`src/rtl/axi_rd_arbiter.sv`:
```
// Two-requester AXI read arbiter: round-robin AR issue from a single held slot,
// R beats routed back by rid, per-requester outstanding limits and a sticky error flag.
module axi_rd_arbiter #(
   parameter int MAX_OUTST = 2
) (
   input  logic        clk,
   input  logic        resetn,
   input  logic        inst_sram_req,
   input  logic [1:0]  inst_sram_size,
   input  logic [31:0] inst_sram_addr,
   output logic        inst_sram_addr_ok,
   output logic        inst_sram_data_ok,
   output logic [31:0] inst_sram_rdata,
   input  logic        data_sram_req,
   input  logic        data_sram_wr,
   input  logic [1:0]  data_sram_size,
   input  logic [31:0] data_sram_addr,
   output logic        data_sram_rd_addr_ok,
   output logic        data_sram_data_ok,
   output logic [31:0] data_sram_rdata,
   output logic [3:0]  arid,
   output logic [31:0] araddr,
   output logic [7:0]  arlen,
   output logic [2:0]  arsize,
   output logic [1:0]  arburst,
   output logic [1:0]  arlock,
   output logic [3:0]  arcache,
   output logic [2:0]  arprot,
   output logic        arvalid,
   input  logic        arready,
   input  logic [3:0]  rid,
   input  logic [31:0] rdata,
   input  logic [1:0]  rresp,
   input  logic        rlast,
   input  logic        rvalid,
   output logic        rready,
   output logic        rd_err
);

   typedef enum logic {
      GRANT_INST = 1'b0,
      GRANT_DATA = 1'b1
   } grant_e;

   localparam logic [2:0] MAX_CNT = 3'(MAX_OUTST);

   logic        r_arvalid;
   logic [3:0]  r_arid;
   logic [31:0] r_araddr;
   logic [2:0]  r_arsize;
   logic [2:0]  r_inst_cnt;
   logic [2:0]  r_data_cnt;
   grant_e      r_last_grant;
   logic        r_rd_err;

   logic w_r_hs;
   logic w_inst_beat;
   logic w_data_beat;
   logic w_inst_done;
   logic w_data_done;
   logic w_stray;
   logic w_slot_free;
   logic w_inst_elig;
   logic w_data_elig;
   logic w_grant_inst;
   logic w_grant_data;

   // The SRAM side never stalls, so every beat is taken as soon as we are out of reset.
   assign w_r_hs      = rvalid && resetn;
   assign w_inst_beat = w_r_hs && (rid == 4'd0) && (r_inst_cnt != 3'd0);
   assign w_data_beat = w_r_hs && (rid == 4'd1) && (r_data_cnt != 3'd0);
   assign w_inst_done = w_inst_beat && rlast;
   assign w_data_done = w_data_beat && rlast;
   assign w_stray     = w_r_hs && !w_inst_beat && !w_data_beat;

   assign w_slot_free = !r_arvalid || arready;
   // A read retiring this cycle frees its credit early, so a full requester can still issue.
   assign w_inst_elig = inst_sram_req && ((r_inst_cnt < MAX_CNT) || w_inst_done);
   assign w_data_elig = data_sram_req && !data_sram_wr &&
                        ((r_data_cnt < MAX_CNT) || w_data_done);

   // NOTE: every always_comb output gets a default first so no path leaves it unassigned (no latch).
   always_comb begin
      w_grant_inst = 1'b0;
      w_grant_data = 1'b0;
      if (resetn && w_slot_free) begin
         if (w_inst_elig && w_data_elig) begin
            w_grant_data = (r_last_grant == GRANT_INST);
            w_grant_inst = (r_last_grant == GRANT_DATA);
         end else begin
            w_grant_inst = w_inst_elig;
            w_grant_data = w_data_elig;
         end
      end
   end

   // NOTE: sequential state uses non-blocking assignments so every register samples pre-edge values.
   always_ff @(posedge clk) begin
      if (!resetn) begin
         r_arvalid    <= 1'b0;
         r_arid       <= 4'd0;
         r_araddr     <= 32'd0;
         r_arsize     <= 3'd0;
         r_last_grant <= GRANT_INST;
      end else if (w_grant_inst) begin
         r_arvalid    <= 1'b1;
         r_arid       <= 4'd0;
         r_araddr     <= inst_sram_addr;
         r_arsize     <= {1'b0, inst_sram_size};
         r_last_grant <= GRANT_INST;
      end else if (w_grant_data) begin
         r_arvalid    <= 1'b1;
         r_arid       <= 4'd1;
         r_araddr     <= data_sram_addr;
         r_arsize     <= {1'b0, data_sram_size};
         r_last_grant <= GRANT_DATA;
      end else if (arready) begin
         r_arvalid    <= 1'b0;
      end
   end

   always_ff @(posedge clk) begin
      if (!resetn) begin
         r_inst_cnt <= 3'd0;
         r_data_cnt <= 3'd0;
         r_rd_err   <= 1'b0;
      end else begin
         case ({w_grant_inst, w_inst_done})
            2'b10:   r_inst_cnt <= r_inst_cnt + 3'd1;
            2'b01:   r_inst_cnt <= r_inst_cnt - 3'd1;
            default: r_inst_cnt <= r_inst_cnt;
         endcase
         case ({w_grant_data, w_data_done})
            2'b10:   r_data_cnt <= r_data_cnt + 3'd1;
            2'b01:   r_data_cnt <= r_data_cnt - 3'd1;
            default: r_data_cnt <= r_data_cnt;
         endcase
         if (w_stray || (w_r_hs && (rresp != 2'b00))) begin
            r_rd_err <= 1'b1;
         end
      end
   end

   assign inst_sram_addr_ok    = w_grant_inst;
   assign data_sram_rd_addr_ok = w_grant_data;
   assign inst_sram_data_ok    = w_inst_beat;
   assign data_sram_data_ok    = w_data_beat;
   assign inst_sram_rdata      = rdata;
   assign data_sram_rdata      = rdata;

   assign arvalid = r_arvalid;
   assign arid    = r_arid;
   assign araddr  = r_araddr;
   assign arsize  = r_arsize;
   assign arlen   = 8'd0;
   assign arburst = 2'b01;
   assign arlock  = 2'b00;
   assign arcache = 4'd0;
   assign arprot  = 3'd0;
   assign rready  = resetn;
   assign rd_err  = r_rd_err;

endmodule

```
`config.mk`:
```
export PLATFORM = sky130hd
export DESIGN_NAME = axi_rd_arbiter
export DESIGN_NICKNAME = d
export VERILOG_FILES = /design/src/rtl/axi_rd_arbiter.sv
export SDC_FILE = /design/constraint.sdc
export NUM_CORES = 1
export LEC_CHECK = 0
export CAP_MARGIN = 20
export CORE_ASPECT_RATIO = 1.25
export CORE_MARGIN = 5
export CORE_UTILIZATION = 36
export DETAILED_ROUTE_END_ITERATION = 16
export PLACE_DENSITY_LB_ADDON = 0.12
export SYNTH_ARGS = -nofsm -noshare
export SYNTH_HDL_FRONTEND = slang
export SYNTH_SLANG_ARGS = --single-unit
```
`constraint.sdc`:
```
create_clock -name clk -period 6.5 [get_ports clk]
set_input_delay 1.3 -clock clk [delete_from_list [all_inputs] [get_ports clk]]
set_output_delay 1.3 -clock clk [all_outputs]
set_load 0.01 [all_outputs]
```
==> flow_metrics.tcl <==
set metrics [dict create \
    ios 243 \
    yosysTopAreaCell "dfxtp_1" \
    post_cts.repair.setup_buffers 0 \
    vias_per_cell 4.78 \
    postPlaceCellArea_mm2 0.00362 \
    dr.pass1.iters 4 \
    route.detailed.wl_per_inst_um 15.1 \
    maxCapViolCount 0 \
    critPathRequiredTime_ns 5.20 \
    fin_crit_ns 5.25 \
    dieArea_mm2 0.0101 \
    power_leakage_nw 1.43 \
    outcome "complete, no violations" \
    netlist_instances 348 \
    route.antenna.remaining_nets 0 \
    rsz0062_at_grt "false" \
    antenna_found_initial 0 \
    crit_fanout 18 \
    worstSkewPairLatency_ns 0.29 \
    n_antenna_cell 0 \
    use_met1_pct 15.4 \
    min-delay-path-class "register to register" \
    critPathSlowestCell "o311a_1" \
    worstSetupStartpointType "primary input" \
    area_growth_pct 26.6 \
    grt_max_degree 44 \
    share_comb_of_total_power_pct 30.8 \
    clock_sinks 43 \
    cts_buffers 5 \
    die_width_um 90.7 \
    yosys.area.top_type_share_pct 29.4 \
    setup_viol 0 \
    p_total_w 0.000682 \
    h-tree-depth 2 \
    place.gp.congestion 0.733 \
    intPower_w 0.000485 \
    rows 36 \
    critPathTopFamily "buffers and inverters" \
    yosysWarnings 0 \
    clk_pin_slew_ns 0.08 \
    async_flop_share_pct 0 \
    nets 514 \
    worstSetupPathType "primary input to output pin" \
    cts-resized-gates 0 \
    start_util_pct 37.2 \
    min-delay-start "araddr[2]" \
    pwr-share-clk_pct 25.5 \
    hold_path_depth 2 \
    synthFlopType "dfxtp_1" \
    drc 0 \
    wirelength_um 7410 \
    seqPwrFrac_pct 43.6 \
    synth-edff-count 0 \
    path_common_cell "clkdlybuf4s50_1" \
    synthTopCellsByArea "dfxtp_1 (29%), buf_4 (23%), a221oi_2 (14%)" \
    gr-usage-met3_pct 5.02 \
    ys_ff_latch 43 \
    timing.rr.start "r_inst_cnt[1]" \
    max_stage_delay_ns 0.80 \
    final_layout_size_suffix_gt1_share_pct 10.9 \
    clk_path_buf_depth 2 \
    crit_path_end_kind "output pin" \
    portBuffers 123 \
    skew_ns 0.0103 \
    r2r_cells 9 \
    die_height_um 111 \
    ctsHoldBuffers 0 \
    slew_headroom_pct 41.5 \
    synth_area_mm2 0.00293 \
    grt_util_all_layers_pct 13.8 \
    cp.buffers_inverters 2 \
    grt_pass1_wl_um 11800 \
    p_per_area_mw_per_mm2 184 \
    mostFrequentLayoutCells "clkdlybuf4s50_1 (123), dfxtp_1 (43), inv_1 (41)" \
    drt_iter0_markers 73 \
    synth_area_per_cell_um2 8.42 \
    finalCritPeriodShare_pct 80.8 \
    r2r_end "r_inst_cnt[2]" \
    swShare_pct 28.9 \
    crit_chain "clkdlybuf4s50_1 -> or3b_4 -> o22ai_1 -> o311a_1 -> clkdlybuf4s50_1" \
    power.switching_w 0.000197 \
    met2_usage_pct 24.0 \
    vias 2348 \
    top_usage_layer "met2" \
    max_freq_mhz 190 \
    finalSetupTns_ns 0 \
    holdPathEnd "araddr[2]" \
    r2r_slack_ns 3.41 \
    root_buffer "clkbuf_8" \
    final_common_cell "clkdlybuf4s50_1" \
    grt_pass1_vias 2344 \
    synth_cell_types 34 \
    yosysSeqAreaShare_pct 29.4 \
    arrival_ns 3.95 \
    stdcell_area_mm2 0.00371 \
    core-area_mm2 0.00788 \
    hold_violations 0 \
    tritoncts "yes" \
    grt-ovfl-total 0 \
    drv_slew 0 \
    ir_drop_uv 95.9 \
    hpwl_um 5460 \
    worstMarginPinSlew_ns 0.877 \
]
-- cell families after synthesis --
| group | count (synthesis) | synth area share (%) |
|---|---|---|
| buf+inv | 150 | 32.1 |
| compound gates | 83 | 25.0 |
| simple gates | 62 | 9.91 |
| flops | 43 | 29.4 |
| xor+xnor | 4 | 1.20 |
| fa+ha+maj | 4 | 2.22 |
| other cells | 2 | 0.256 |
-- power by group through the flow --
| stage | Combinational (W) | Clock (W) | Sequential [W] |
|---|---|---|---|
| 5_1_grt | 0.000229 | 0.000193 | 0.000301 |
| 2_1_floorplan | 0.000147 | 0 | 0.000313 |
| 6_report | 0.000210 | 0.000174 | 0.000298 |
| 4_1_cts | 0.000214 | 0.000183 | 0.000298 |
| 3_5_place_dp | 0.000213 | 0 | 0.000304 |
| 3_3_place_gp | 0.000212 | 0 | 0.000304 |
-- per-stage QoR --
stage	utilization, %	cells	worst slack (ns)	hold slack (ns)
final	47.0	491	1.25	0.462
after global routing	47.0	491	1.09	0.485
after CTS	47.0	491	1.20	0.464
after detailed placement	45.9	484	1.21	0.452
after global placement	45.9	484	1.23	0.447
after floorplan	-	369	2.70	0.471
-- final cells by class --
| type | instances | area [um2] |
|---|---|---|
| Inverter | 43 | 166 |
| Fill cell | 794 | 4170 |
| Sequential cell | 43 | 861 |
| Clock inverter | 1 | 5.00 |
| Clock buffer | 6 | 82.6 |
| Multi-Input combinational cell | 176 | 1210 |
| Timing Repair Buffer | 127 | 1260 |
| Tap cell | 95 | 119 |
-- registers in the layout (all words and copies together), names as in the netlist --
register and flops:
araddr 32, arid 1, arsize 2, arvalid 1
r_data_cnt 3, r_inst_cnt 3, rd_err 1
-- synthesized netlist by cell type, drive strengths merged, types with 2 or more instances --
cell type	number
and2	3
a221oi	34
nor2	9
fa	2
clkinv	2
ha	2
nor3	2
xor2	4
clkbuf	10
nand2	35
inv	41
o22ai	2
o21ai	4
dfxtp	43
a21oi	40
conb	2
nand2b	3
buf	97
or3	2
-- worst max path at each step --
stage / startpoint / end / slack (ns) / cells after the start
2_1_floorplan: rid[3] / inst_sram_addr_ok / 2.70 / 5
3_3_place_gp: rvalid / inst_sram_addr_ok / 1.23 / 5
3_5_place_dp: rvalid / inst_sram_addr_ok / 1.21 / 5
4_1_cts: rvalid / inst_sram_addr_ok / 1.20 / 5
5_1_grt: rvalid / inst_sram_addr_ok / 1.09 / 5
6_report: rvalid / inst_sram_addr_ok / 1.25 / 5
-- layer usage --
layer,vias to the layer above,wire length (um)
met2,104,3670
met4,0,207
met1,1080,2750
li1,1141,-
met3,23,785
met5,-,0
-- worst reg2reg max path, delay by kind of cell (launching register included) --
family | cells | cell delay (ns)
AO/OA/AOI/OAI | 3 | 1.23
buffers and inverters | 2 | 0.53
adder cells (fa/ha/maj) | 2 | 0.53
flip-flops | 1 | 0.34
AND/OR/NAND/NOR | 1 | 0.31
XOR/XNOR | 1 | 0.07
Note: power is estimated with default switching activity, not from simulation.
